===== src/rtl/game_flow_ctrl_pkg.sv =====
// Shared types and constants for the game flow controller.
package game_pkg;

    typedef enum logic [2:0] {
        IDLE       = 3'd0,
        PLAY       = 3'd1,
        LEVEL_DONE = 3'd2,
        DEATH      = 3'd3,
        GAME_OVER  = 3'd4,
        WIN        = 3'd5
    } game_state_t;

    localparam int NUM_LEVELS_DEF = 8;
    localparam int SCORE_W        = 16;

    // Score increment that sticks at the all-ones value instead of wrapping.
    function automatic logic [SCORE_W-1:0] score_sat_inc(input logic [SCORE_W-1:0] v);
        return (v == {SCORE_W{1'b1}}) ? v : v + SCORE_W'(1);
    endfunction

endpackage


===== src/rtl/game_flow_ctrl_if.sv =====
// Game event inputs and status outputs exchanged between the game datapath
// (master) and the flow controller (slave).
interface game_flow_ctrl_if import game_pkg::*; ();

    logic                startOfFrame;
    logic                start_key;
    logic                bird_hit;
    logic                player_collision;
    logic                level_up;
    logic                levelResetN;
    logic                freeze;
    game_state_t         game_state;
    logic [2:0]          level_idx;
    logic [3:0]          lives;
    logic [SCORE_W-1:0]  score;

    modport master (
        output startOfFrame, start_key, bird_hit, player_collision,
        input  level_up, levelResetN, freeze, game_state, level_idx, lives, score
    );

    modport slave (
        input  startOfFrame, start_key, bird_hit, player_collision,
        output level_up, levelResetN, freeze, game_state, level_idx, lives, score
    );

endinterface


===== src/rtl/game_flow_ctrl_frame_timer.sv =====
// Frame-based countdown: loads a frame count, decrements once per tick,
// holds at zero and flags done while zero.
module frame_timer #(
    parameter int W = 8
) (
    input  logic         clk,
    input  logic         resetN,
    input  logic         load,
    input  logic [W-1:0] load_val,
    input  logic         tick,
    output logic         done
);

    logic [W-1:0] count_reg;

    // Load has priority over a tick arriving in the same cycle.
    always_ff @(posedge clk) begin
        if (!resetN) begin
            count_reg <= '0;
        end else if (load) begin
            count_reg <= load_val;
        end else if (tick && (count_reg != '0)) begin
            count_reg <= count_reg - W'(1);
        end
    end

    assign done = (count_reg == '0);

endmodule


===== src/rtl/game_flow_ctrl.sv =====
// Top-level game sequencer: start/play/pause/end FSM plus hit, lives, score
// and level bookkeeping. Pauses are timed by a shared frame timer.
module game_flow_ctrl import game_pkg::*; #(
    parameter int HITS_PER_LEVEL    = 4,
    parameter int NUM_LEVELS        = NUM_LEVELS_DEF,
    parameter int START_LIVES       = 3,
    parameter int TRANSITION_FRAMES = 120,
    parameter int DEATH_FRAMES      = 90
) (
    input logic             clk,
    input logic             resetN,
    game_flow_ctrl_if.slave bus
);

    localparam int MAX_FRAMES = (TRANSITION_FRAMES > DEATH_FRAMES) ? TRANSITION_FRAMES : DEATH_FRAMES;
    localparam int TW         = $clog2(MAX_FRAMES + 1);
    localparam int HW         = $clog2(HITS_PER_LEVEL + 1);

    game_state_t        state_reg, state_next;
    logic [2:0]         level_idx_reg, level_idx_next;
    logic [3:0]         lives_reg, lives_next;
    logic [SCORE_W-1:0] score_reg, score_next;
    logic [HW-1:0]      hits_reg, hits_next;
    logic               start_q_reg;
    logic               level_up_reg, level_up_next;
    logic               level_reset_n_reg, level_reset_n_next;

    logic               start_rise;
    logic               timer_load;
    logic [TW-1:0]      timer_val;
    logic               timer_done;

    assign start_rise = bus.start_key & ~start_q_reg;

    frame_timer #(.W(TW)) u_frame_timer (
        .clk      (clk),
        .resetN   (resetN),
        .load     (timer_load),
        .load_val (timer_val),
        .tick     (bus.startOfFrame),
        .done     (timer_done)
    );

    // State and counter registers; level_up/levelResetN are registered pulses.
    always_ff @(posedge clk) begin
        if (!resetN) begin
            state_reg         <= IDLE;
            level_idx_reg     <= '0;
            lives_reg         <= 4'(START_LIVES);
            score_reg         <= '0;
            hits_reg          <= '0;
            start_q_reg       <= 1'b0;
            level_up_reg      <= 1'b0;
            level_reset_n_reg <= 1'b1;
        end else begin
            state_reg         <= state_next;
            level_idx_reg     <= level_idx_next;
            lives_reg         <= lives_next;
            score_reg         <= score_next;
            hits_reg          <= hits_next;
            start_q_reg       <= bus.start_key;
            level_up_reg      <= level_up_next;
            level_reset_n_reg <= level_reset_n_next;
        end
    end

    // Next-state and counter update logic; game events only act in PLAY.
    always_comb begin
        state_next         = state_reg;
        level_idx_next     = level_idx_reg;
        lives_next         = lives_reg;
        score_next         = score_reg;
        hits_next          = hits_reg;
        level_up_next      = 1'b0;
        level_reset_n_next = 1'b1;
        timer_load         = 1'b0;
        timer_val          = '0;

        case (state_reg)
            IDLE: begin
                if (start_rise) begin
                    state_next         = PLAY;
                    level_reset_n_next = 1'b0;
                    level_idx_next     = '0;
                    lives_next         = 4'(START_LIVES);
                    score_next         = '0;
                    hits_next          = '0;
                end
            end
            PLAY: begin
                // A collision in the same cycle as a hit wins; the hit is dropped.
                if (bus.player_collision) begin
                    lives_next = lives_reg - 4'd1;
                    if (lives_reg == 4'd1) begin
                        state_next = GAME_OVER;
                    end else begin
                        state_next = DEATH;
                        timer_load = 1'b1;
                        timer_val  = TW'(DEATH_FRAMES);
                    end
                end else if (bus.bird_hit) begin
                    score_next = score_sat_inc(score_reg);
                    hits_next  = hits_reg + HW'(1);
                    if (hits_reg == HW'(HITS_PER_LEVEL - 1)) begin
                        if (level_idx_reg == 3'(NUM_LEVELS - 1)) begin
                            state_next = WIN;
                        end else begin
                            state_next = LEVEL_DONE;
                            timer_load = 1'b1;
                            timer_val  = TW'(TRANSITION_FRAMES);
                        end
                    end
                end
            end
            LEVEL_DONE: begin
                if (timer_done) begin
                    state_next     = PLAY;
                    level_up_next  = 1'b1;
                    level_idx_next = level_idx_reg + 3'd1;
                    hits_next      = '0;
                end
            end
            DEATH: begin
                if (timer_done) begin
                    state_next = PLAY;
                end
            end
            GAME_OVER, WIN: begin
                if (start_rise) begin
                    state_next = IDLE;
                end
            end
            default: begin
                state_next = IDLE;
            end
        endcase
    end

    assign bus.level_up    = level_up_reg;
    assign bus.levelResetN = level_reset_n_reg;
    assign bus.freeze      = (state_reg != PLAY);
    assign bus.game_state  = state_reg;
    assign bus.level_idx   = level_idx_reg;
    assign bus.lives       = lives_reg;
    assign bus.score       = score_reg;

endmodule


===== src/flat_wrapper.sv =====
// flat-port wrapper written by rule: the top's interface ports become plain ports
module game_flow_ctrl_flat import game_pkg::*;
#(
    parameter int HITS_PER_LEVEL    = 4,
    parameter int NUM_LEVELS        = NUM_LEVELS_DEF,
    parameter int START_LIVES       = 3,
    parameter int TRANSITION_FRAMES = 120,
    parameter int DEATH_FRAMES      = 90
)
  (clk, resetN, bus_startOfFrame, bus_start_key, bus_bird_hit, bus_player_collision, bus_level_up, bus_levelResetN, bus_freeze, bus_game_state, bus_level_idx, bus_lives, bus_score);
  game_flow_ctrl_if bus_i ();
  input logic clk;
  input logic resetN;
  input wire logic [$bits(bus_i.startOfFrame)-1:0] bus_startOfFrame;
  input wire logic [$bits(bus_i.start_key)-1:0] bus_start_key;
  input wire logic [$bits(bus_i.bird_hit)-1:0] bus_bird_hit;
  input wire logic [$bits(bus_i.player_collision)-1:0] bus_player_collision;
  output wire logic [$bits(bus_i.level_up)-1:0] bus_level_up;
  output wire logic [$bits(bus_i.levelResetN)-1:0] bus_levelResetN;
  output wire logic [$bits(bus_i.freeze)-1:0] bus_freeze;
  output wire logic [$bits(bus_i.game_state)-1:0] bus_game_state;
  output wire logic [$bits(bus_i.level_idx)-1:0] bus_level_idx;
  output wire logic [$bits(bus_i.lives)-1:0] bus_lives;
  output wire logic [$bits(bus_i.score)-1:0] bus_score;
  assign bus_i.startOfFrame = bus_startOfFrame;
  assign bus_i.start_key = bus_start_key;
  assign bus_i.bird_hit = bus_bird_hit;
  assign bus_i.player_collision = bus_player_collision;
  assign bus_level_up = bus_i.level_up;
  assign bus_levelResetN = bus_i.levelResetN;
  assign bus_freeze = bus_i.freeze;
  assign bus_game_state = bus_i.game_state;
  assign bus_level_idx = bus_i.level_idx;
  assign bus_lives = bus_i.lives;
  assign bus_score = bus_i.score;
  game_flow_ctrl #(.HITS_PER_LEVEL(HITS_PER_LEVEL), .NUM_LEVELS(NUM_LEVELS), .START_LIVES(START_LIVES), .TRANSITION_FRAMES(TRANSITION_FRAMES), .DEATH_FRAMES(DEATH_FRAMES)) u_core (.clk(clk), .resetN(resetN), .bus(bus_i));
endmodule

===== config.mk =====
export PLATFORM = sky130hd
export DESIGN_NAME = game_flow_ctrl_flat
export DESIGN_NICKNAME = d
export VERILOG_FILES = /design/src/rtl/game_flow_ctrl_pkg.sv /design/src/rtl/game_flow_ctrl_if.sv /design/src/rtl/game_flow_ctrl_frame_timer.sv /design/src/rtl/game_flow_ctrl.sv /design/src/flat_wrapper.sv
export SDC_FILE = /design/constraint.sdc
export NUM_CORES = 1
export LEC_CHECK = 0
export ABC_AREA = 1
export CAP_MARGIN = 15
export CORE_UTILIZATION = 35
export DETAILED_ROUTE_END_ITERATION = 10
export PLACE_DENSITY_LB_ADDON = 0.3
export SLEW_MARGIN = 10
export SYNTH_ARGS = -nofsm -noshare
export SYNTH_HDL_FRONTEND = slang
export SYNTH_HIERARCHICAL = 1
export SYNTH_SLANG_ARGS = --single-unit

===== constraint.sdc =====
create_clock -name clk -period 2.28 [get_ports clk]
set_input_delay 0.228 -clock clk [delete_from_list [all_inputs] [get_ports clk]]
set_output_delay 0.228 -clock clk [all_outputs]
set_load 0.03 [all_outputs]

# == After elaboration in Yosys (flattened, before gate mapping) ==
# Index checks and enable logic that the tools add are counted.
# totals
ff_bits,39
inputBits,6
output_inout_bits,29
word_cells,92
# op_classes
n_addsub,5
n_eq_ne,20
n_mux,39
n_bitwise,2
reduce_logical,17
# ops
op,n
$mux W16,4
$mux W7,8
$mux W3,12
$pmux W16 S2,1
$add A16 B1 Y16 const B,1
$eq A16 B16 Y1 const B,1
$reduce_and A5 Y1,3
$pmux W3 S4,1
$eq A3 B2 Y1 const B,3
$eq A3 B3 Y1 const B,3
$pmux W3 S3,1
$mux W1,8
$mux W4,2
$ne A2 B1 Y1 const B,4
$ne A2 B2 Y1 const B,4
$pmux W4 S2,1
$logic_not A7 Y1,1
$reduce_bool A7 Y1,1
$sub A7 B1 Y7 const B,1
$add A3 B1 Y3 const B,2
$pmux W3 S2,1
$reduce_and A3 Y1,2
$reduce_bool A2 Y1,3
$eq A4 B1 Y1 const B,1
12 further kinds,14

# == Logic depth before layout (Yosys ltp) ==
# depth
ltp_word,7
ltp_mapped,14
ltp_nobuf,14

# == Hierarchy ==
# Netlist, hierarchy kept.
# by_module_without_submodules
module,n_inst,cells_each,area_per_inst_um2,seq_area_each_um2
game_flow_ctrl,1,291,1888.1,640.6
frame_timer,1,92,530.5,140.1

# == Least setup slack after synthesis ==
# No wires, ideal clock.
# synth_timing
kind,reg-to-reg
start,"register u_core.level_idx_reg[0], in the netlist u_core/bus.level_idx[0]"
end,register u_core.u_frame_timer.count_reg[5]
setup_time_ps,64
arrival_time_ps,1907
required_ps,2216
setup_slack_ps,309
path_stages_with_launch,13
path_buffers,1
period_less_slack_ps,1971
cell_sequence,dfxtp_1 ha_1 ha_1 inv_1 nand2_1 nor3_1 or2_2 inv_1 buf_4 nor2_1 nor2_1 nand2_1 nor2_1
# synth_via
elab_chain_len,7
elab_cells_between_ends,13
classes_between,1 x eq/ne; 11 x mux; 1 x reduce/logical
# synth_rtl
item,line,text
"start, declared",game_flow_ctrl.sv:20,"logic [2:0] level_idx_reg, level_idx_next;"
"start signal, assigned",game_flow_ctrl.sv:57,level_idx_reg <= level_idx_next;
$eq A3 B3 Y1,game_flow_ctrl.sv:105,if (level_idx_reg == 3'(NUM_LEVELS - 1)) begin
$mux W7,game_flow_ctrl.sv:105,
$mux W7,game_flow_ctrl.sv:104,if (hits_reg == HW'(HITS_PER_LEVEL - 1)) begin
$mux W7,game_flow_ctrl.sv:101,end else if (bus.bird_hit) begin
$mux W7,game_flow_ctrl.sv:92,if (bus.player_collision) begin
$mux W7,game_flow_ctrl.sv:79,case (state_reg)
named net u_core.timer_val[5],game_flow_ctrl.sv:30,logic [TW-1:0] timer_val;
$mux W7,game_flow_ctrl_frame_timer.sv:20,end else if (load) begin
"end signal, assigned",game_flow_ctrl_frame_timer.sv:21,count_reg <= load_val;
"end signal, assigned",game_flow_ctrl_frame_timer.sv:23,count_reg <= count_reg - W'(1);
"end, declared",game_flow_ctrl_frame_timer.sv:14,logic [W-1:0] count_reg;
# The timed path passes the listed nets, and every way through them passes these cells.
# A chain may end at the register's enable or synchronous reset.

# == Worst setup path after layout ==
# layout_timing
start,"register u_core.state_reg[2], in the netlist u_core/bus.game_state[2]"
end,output bus_freeze
# layout_via
elab_chain_len,1
# layout_rtl
item,line,text
"start, declared",game_flow_ctrl.sv:19,"game_state_t state_reg, state_next;"
"start signal, assigned",game_flow_ctrl.sv:56,state_reg <= state_next;
$ne A3 B1 Y1,game_flow_ctrl.sv:141,assign bus.freeze = (state_reg != PLAY);
"end, declared",flat_wrapper.sv:20,output wire logic [$bits(bus_i.freeze)-1:0] bus_freeze;
# Every way passes these cells.

==> results <==
- The run finished with clean final reports.
- The shortest clock period the worst path allows after layout is 2080 ps.
- 35 I/O pins were placed.
- The initial antenna violation count is 0.
- The tree built by TritonCTS fans out to 39 sinks.
- The post-synthesis area per instance is 6.31 um^2.
- The number of flip-flops and latches in the synthesized netlist is 39.
- The summed instance area of the synthesized netlist is 2420 um^2.
- Traced cell by cell, the critical path runs through nor2_2 > nand2_1 > buf_4 > clkdlybuf4s50_1.
- For this run the aggregate overflow at the end of global routing stands at 0.
- The register with the most flip-flops in the layout has 16 of them.
- The number of warnings printed during yosys synthesis is 6.
- In this run the worst hold path is classified as reg2reg.
- The CTS tree is done.
- The largest driver fanout on the critical path is 13.
- Clock-pin slew was measured on the worst setup and hold paths at 70 ps.
- For this configuration, the core starts out at a cell density of 37.2%.
- The number of rows in the core area is 29.
- The most frequently used cell type in the post-synthesis netlist is sky130_fd_sc_hd__nand2_1.
- For this design the ratio of total power to cell area is 1120 nW/um^2.
- Synthesis produced a netlist whose cell count is 383.
- The library cell occupying the most area in the post-synthesis netlist is sky130_fd_sc_hd__dfxtp_1.
- The total cell area at the placement stage is 2860 um^2.
- After synthesis, the share of flip-flops with an asynchronous set or reset is 0%.
- The number of fillers in the final layout is 695.
- The delay contributed by the slowest stage of the critical path is 690 ps.
- The gate family responsible for the most delay along the worst path is buffers and inverters.
- The number of hold buffers added after cts is 0.
- Clock latency on the worst-skew pair, taken at its later pin, is 290 ps.
- The maximum resistive drop on vdd is 0.588 mV.
- Using the TritonRoute via totals, the vias-per-cell ratio works out to 4.97.
- Ranked by total cell area, the synthesized netlist is headed by sky130_fd_sc_hd__dfxtp_1 (32%), sky130_fd_sc_hd__nand2_1 (13%), sky130_fd_sc_hd__nor2_1 (11%).
- The slowest library cell on the worst path is sky130_fd_sc_hd__clkdlybuf4s50_1.
- The largest net degree at the start of global routing is 22.
- The total routing usage reported by global routing is 17.1%.
- The count of inserted antenna diode cells is 0.
- The CTS buffer count is 5.
- The share of total power dissipated in the clock network is 15.8%.
- Summing all multi-input logic gate instances after layout gives 1400 um^2.
- Per report_power, the sequential group accounts for 28.5% of the total.
- Setup violations remaining at the end of the flow were counted as 0.
- The violation count after the first detailed-route iteration is 78.
- The highest attainable clock frequency is 480 MHz.
- After routing the design area is 2960 um^2.
- The data required time of the critical path is 2050 ps.
- The worst setup slack after layout is 197 ps.
- The die is 85.1 um wide.
- From bottom edge to top edge, the die measures 85.1 um.
- Once the clock tree was built, the setup fixing pass inserted 0 buffers.
- After synthesis, flip-flops and latches occupy 32.3% of the total area.
- No sink is reached through more buffers than the 2 on the longest clock path.
- In the synthesized netlist the dominant register cell turns out to be sky130_fd_sc_hd__dfxtp_1.
- The sort of element at the start of the critical path is a flop.
- The final sum of negative setup slack is 0 ps.
- The worst setup slack before clock tree synthesis is 219 ps.
- The remaining routing DRC violations is 0.
- After detailed routing, the average wire length per cell comes to 11.6 um.
- The buffers plus inverters on the worst setup path is 2.
- The number of global-route vias before repair is 2219.
- The element type at the critical path end is an output port.
- The number of max-slew violations in the final report is 0.
- In the final layout, the share of cells above drive strength 1 is 9.88%.
- Setup repair after global routing left no endpoint under its margin.
- The number of distinct library cells after synthesis is 31.
- The first global-routing pass estimated 9.80 mm of wire.
- The total core area is 6490 um^2.
- Across all layers, the routed design uses 2497 vias.
- The internal portion of total power is 0.00173 W.
- The final hold violation count is 0.
- After the flow finishes, the layout carries non-filler instances totaling 502.
- Summed over all nets, the half-perimeter wirelength after detailed placement is 4.35 mm.
- By count the netlist is led by sky130_fd_sc_hd__nand2_1 (85), sky130_fd_sc_hd__nor2_1 (73), sky130_fd_sc_hd__inv_1 (46).
- The remaining antenna violation count is 0.
- The class of the most critical setup path is reg2out.
- In the final design database the tool counted 438 nets.
- The net load switching power is 0.00160 W.
- The H-tree was split into 2 levels.
- The weighted congestion at the end of routability-driven global placement is 0.818.
- The final period utilization is 91.4%.
- The tool flagged a number of max-cap violations equal to 0.
- Once placement completed, the tool counted placed cells totaling 494.
- The count of cells resized by post-cts repair is 0.
- Summed over all cells, the static leakage comes to 1.26 nW.
- The die footprint is 7250 um^2.
- In the final layout, flip-flops and latches occupy 781 um^2.
- Per report_power, the combinational group accounts for 55.8% of the total.
- After detailed routing, the total wire length is 5.83 mm.
- The switching share of power is 48.0%.
- The number of detailed-route iterations in the first pass is 4.
- The synthesis-to-layout area growth is 22.5%.
- The worst clock skew on the final layout is 9.49 ps.
- The count of buffers from port buffering is 34.
- The root cell of the clock tree is sky130_fd_sc_hd__clkbuf_8.
- The number of enable flip-flop cells after synthesis is 0.
- Data on the critical path arrives at its endpoint at 1860 ps.
- The worst hold slack after final layout is 458 ps.
- The area share of the leading cell type in the synthesized netlist is 32.3%.
[cell usage in the layout, fill, tap and decap left out, types with 4 or more instances in the layout]
master	Yosys	layout
sky130_fd_sc_hd__nor2_1	73	73
sky130_fd_sc_hd__nor2_2	8	8
sky130_fd_sc_hd__nand3_1	32	32
sky130_fd_sc_hd__a21oi_2	4	4
sky130_fd_sc_hd__buf_4	1	8
sky130_fd_sc_hd__nand4_1	7	7
sky130_fd_sc_hd__nand2_1	85	85
sky130_fd_sc_hd__clkdlybuf4s50_1	0	34
sky130_fd_sc_hd__inv_1	46	46
sky130_fd_sc_hd__dfxtp_1	39	39
sky130_fd_sc_hd__nor3_1	6	6
sky130_fd_sc_hd__ha_1	8	8
sky130_fd_sc_hd__o21ai_1	5	5
sky130_fd_sc_hd__a21oi_1	20	20
sky130_fd_sc_hd__nand2_2	6	6
sky130_fd_sc_hd__o21ai_0	14	14
sky130_fd_sc_hd__clkbuf_8	0	7
[power groups by stage]
stage                     clock network [W]  logic (W)  registers [W]
after global routing               0.000574    0.00208       0.000972
after CTS                          0.000545    0.00186       0.000949
after floorplan                           0    0.00132        0.00105
after detailed placement                  0    0.00185       0.000965
after global placement                    0    0.00182       0.000962
final                              0.000525    0.00186       0.000948
[worst reg2reg max path, stage by stage, from the launching register on]
cell and delay, ps:
sky130_fd_sc_hd__dfxtp_1 340, sky130_fd_sc_hd__ha_1 200, sky130_fd_sc_hd__ha_1 180, sky130_fd_sc_hd__inv_1 70
sky130_fd_sc_hd__nand2_1 70, sky130_fd_sc_hd__nor3_1 240, sky130_fd_sc_hd__or2_2 170, sky130_fd_sc_hd__inv_1 140
sky130_fd_sc_hd__buf_4 200, sky130_fd_sc_hd__nand3_1 80, sky130_fd_sc_hd__nand2_1 50, sky130_fd_sc_hd__nor2_1 90
sky130_fd_sc_hd__nor2_1 40
[through the flow]
| step | power, W | utilization [%] |
|---|---|---|
| CTS | 0.00335 | 45.6 |
| detailed placement | 0.00281 | 44.1 |
| finish | 0.00333 | 45.6 |
| global route | 0.00363 | 45.6 |
| floorplan | 0.00236 | - |
| global placement | 0.00278 | 44.1 |
[kinds of logic after synthesis]
kind of cell | count (synthesis) | share of synthesized area (%)
AOI/OAI and AO/OA | 47 | 10.8
xor gates and xnor gates | 3 | 1.09
adders and majority gates | 8 | 4.14
buffers and inverters | 58 | 9.98
DFF | 39 | 32.3
other | 1 | 0.155
and+or+nand+nor | 227 | 41.5
[worst paths after layout]
| check | start | to | slack (ps) | depth (start not counted) |
|---|---|---|---|---|
| setup / recovery | u_core/bus.game_state[2] | bus_freeze | 200 | 4 |
| hold / removal | u_core/hits_reg[2] | u_core/hits_reg[2] | 460 | 2 |
| setup reg to reg | u_core/bus.level_idx[0] | u_core/u_frame_timer/count_reg[4] | 300 | 12 |
| hold reg to reg | u_core/hits_reg[2] | u_core/hits_reg[2] | 460 | 2 |
[cell type report]
cell class	count	area share (%)
multi-input combinational	287	47.3
tap	77	3.25
inverter	49	6.21
sequential	39	26.4
timing repair buffer	42	13.5
clock buffer	8	3.38
[routing by layer]
metal	GRT usage, %	vias to the layer above	share of wire (%)
met3	3.31	9	4.4
li1	-	1298	-
met1	21.2	1137	48
met2	29.3	53	46
met5	0	-	0
met4	6.47	0	1.6
Note: power is estimated with default switching activity, not from simulation.
==> RTL edit: new RTL, same settings <==
Reset style: asynchronous (`resetN`), changed in 2 clocked blocks.
--- a/src/rtl/game_flow_ctrl_frame_timer.sv
+++ b/src/rtl/game_flow_ctrl_frame_timer.sv
@@ -16,3 +16,3 @@
     // Load has priority over a tick arriving in the same cycle.
-    always_ff @(posedge clk) begin
+    always_ff @(posedge clk or negedge resetN) begin
         if (!resetN) begin
--- a/src/rtl/game_flow_ctrl.sv
+++ b/src/rtl/game_flow_ctrl.sv
@@ -44,3 +44,3 @@
     // State and counter registers; level_up/levelResetN are registered pulses.
-    always_ff @(posedge clk) begin
+    always_ff @(posedge clk or negedge resetN) begin
         if (!resetN) begin
Function: differs if resetN is asserted again (counterexample within 4 cycles, from zero or initial values and one cycle with resetN low); with resetN held inactive, the same outputs for 10 cycles.
==> RTL edit against the original RTL <==
Worst setup slack improved by 0.053 ns. Sequential cell count did not move. Sequential share of layout area rose by 7.0 points. Area after synthesis rose by 1.0%. Final cell count fell by 12%. Design area fell by 0.72%. Wire length fell by 9.4%. Total power fell by 8.1%. First-iteration DRC count rose by 42%.
==> RTL edit: results (changes against the original RTL) <==
| Metric | Value |
|---|---|
| Launching point of the worst reg2reg path | `u_core/bus.level_idx[0]` |
| Placed Area | `0.002856 mm² (-0.17%)` |
| Diode count | `0 (unchanged)` |
| LEAKAGE | `1.309 nW (+3.5%)` |
| Clock transition at the registers of the reported paths | `0.08 ns` |
| Placed Cells | `433 (-12%)` |
| NumNets Final | `374 (-15%)` |
| Unique masters post-synth | `30 (-3.2%)` |
| GRT Total Usage | `15.47% (-1.6 points)` |
| VDD IR max | `0.5920 mV (+0.70%)` |
| Detail Placement HPWL | `3.838 mm (-12%)` |
| H-tree depth | `2 (unchanged)` |
| Crit Path Max Fanout | `9 (-4)` |
| First-pass GRT wire length | `8.935 mm (-8.9%)` |
| Number of flip-flops in the largest register | `16 (unchanged)` |
| CP startpoint | `u_core/bus.game_state[2]` |
| Top post-synthesis cells by count | `nand2_1 (93), dfrtp_1 (36), inv_1 (34), nor2_1 (34), nand3_1 (31)` |
| Syn Inst Count | `321 (-16%)` |
| Num CTS Buffers | `5 (unchanged)` |
| Switching Share | `46.56% (-1.4 points)` |
| Root Buffer | `clkbuf_8` |
| Largest buffer count on any clock path | `2 (unchanged)` |
| Synth area leaders | `dfrtp_1 (37%), nand2_1 (14%), nand3_1 (6.3%), inv_1 (5.2%), nor2_1 (5.2%)` |
| Max-cap viol count | `0 (unchanged)` |
| DR iter-0 viols | `111 (+42%)` |
| DR vias/cell | `4.791 (-3.7%)` |
| Arr. time, crit path | `1.80 ns (-0.06 ns)` |
| Crit Reg-Reg Endpoint | `u_core/u_frame_timer/count_reg[4]` |
| Number of global-route vias before repair | `1911 (-14%)` |
| Share of layout cells above drive strength 1 | `13.57% (+3.7 points)` |
| Worst Reg-to-Reg Cells | `12 (unchanged)` |
| Routed WL per cell | `11.98 µm (+3.1%)` |
| Reg2Reg Setup Slack | `0.50 ns (+0.20 ns)` |
| Gpl congestion | `0.8562 (+4.7%)` |
| DRT Pass-1 Iters | `6 (+2)` |
| Hold Path Class | `primary input to async pin` |
| Status | `completed` |
| Worst setup path end | `bus_freeze` |
| Setup Skew | `0.006306 ns (-0.003180 ns)` |
| Rel. slew slack | `38.74%` |
| Initial antenna violation count | `0 (unchanged)` |
| Largest net degree at the start of global routing | `40 (+82%)` |
| YS warnings | `6 (unchanged)` |
| # resized after CTS | `0 (unchanged)` |
| Asr flop ratio synth | `100.0% (+100 points)` |
| I/O Buffers | `34 (unchanged)` |
| Sequential-to-total area share from yosys stat | `40.09% (+7.8 points)` |
| Clock latency on the worst-skew pair | `0.29 ns (about the same)` |
| DR vias | `2113 (-15%)` |
| Total setup buffers inserted after CTS | `0 (unchanged)` |
==> RTL edit: cell families after synthesis <==
family                     after synthesis  share of synthesized area, %
DFF                                     39                         40.09
other                                    1                        0.1535
xor gates and xnor gates                 8                         2.867
adders and majority gates                8                         4.096
AOI/OAI and AO/OA                       36                         9.779
buffers and inverters                   39                         6.758
and+or+nand+nor                        190                         36.25
==> RTL edit: through the flow <==
| step | utilization [%] | setup WS, ns |
|---|---|---|
| detailed placement | 42.28 | 0.3829 |
| global placement | 42.28 | 0.4520 |
| global route | 43.52 | 0.1659 |
| floorplan | - | 0.3309 |
| CTS | 43.52 | 0.2212 |
| finish | 43.52 | 0.2492 |
==> RTL edit: metal layers <==
metal | share of wire [%] | up-vias | GRT usage [%]
met5 | 0 | - | 0
met3 | 3.1 | 5 | 2.791
met1 | 51 | 982 | 21.92
li1 | - | 1102 | -
met2 | 45 | 24 | 23.49
met4 | 0.76 | 0 | 6.061
==> RTL edit: critical path: stages (launching register included) <==
cell and delay, ns:
dfrtp_1 0.52, nor2_4 0.10, nand2_2 0.18, clkdlybuf4s50_1 0.71
==> RTL edit: how the worst min path moves through the flow <==
| stage | from | endpoint | slack (ns) |
|---|---|---|---|
| after CTS | resetN | u_core/bus.score[6] | 0.1 |
| after floorplan | resetN | u_core/bus.game_state[0] | -0.07 |
| after global routing | resetN | u_core/bus.score[6] | 0.15 |
| after detailed placement | resetN | u_core/bus.score[7] | 0.42 |
| after global placement | resetN | u_core/bus.score[7] | 0.41 |
| final | resetN | u_core/bus.score[9] | 0.05 |
==> RTL edit: power by group through the flow <==
stage	clock network (mW)	registers, mW	logic (mW)
CTS	0.487	1.05	1.56
finish	0.461	1.05	1.55
detailed placement	0	1.06	1.56
global route	0.512	1.08	1.73
floorplan	0	1.20	0.990
global placement	0	1.06	1.54
==> RTL edit: cell type report <==
cell class	count	area [µm²]
clock buffer	5	68.82
clock inverter	3	15.01
fill	710	3816
inverter	35	131.4
multi-input combinational	244	1303
sequential	39	979.7
tap	80	100.1
timing repair buffer	35	342.8
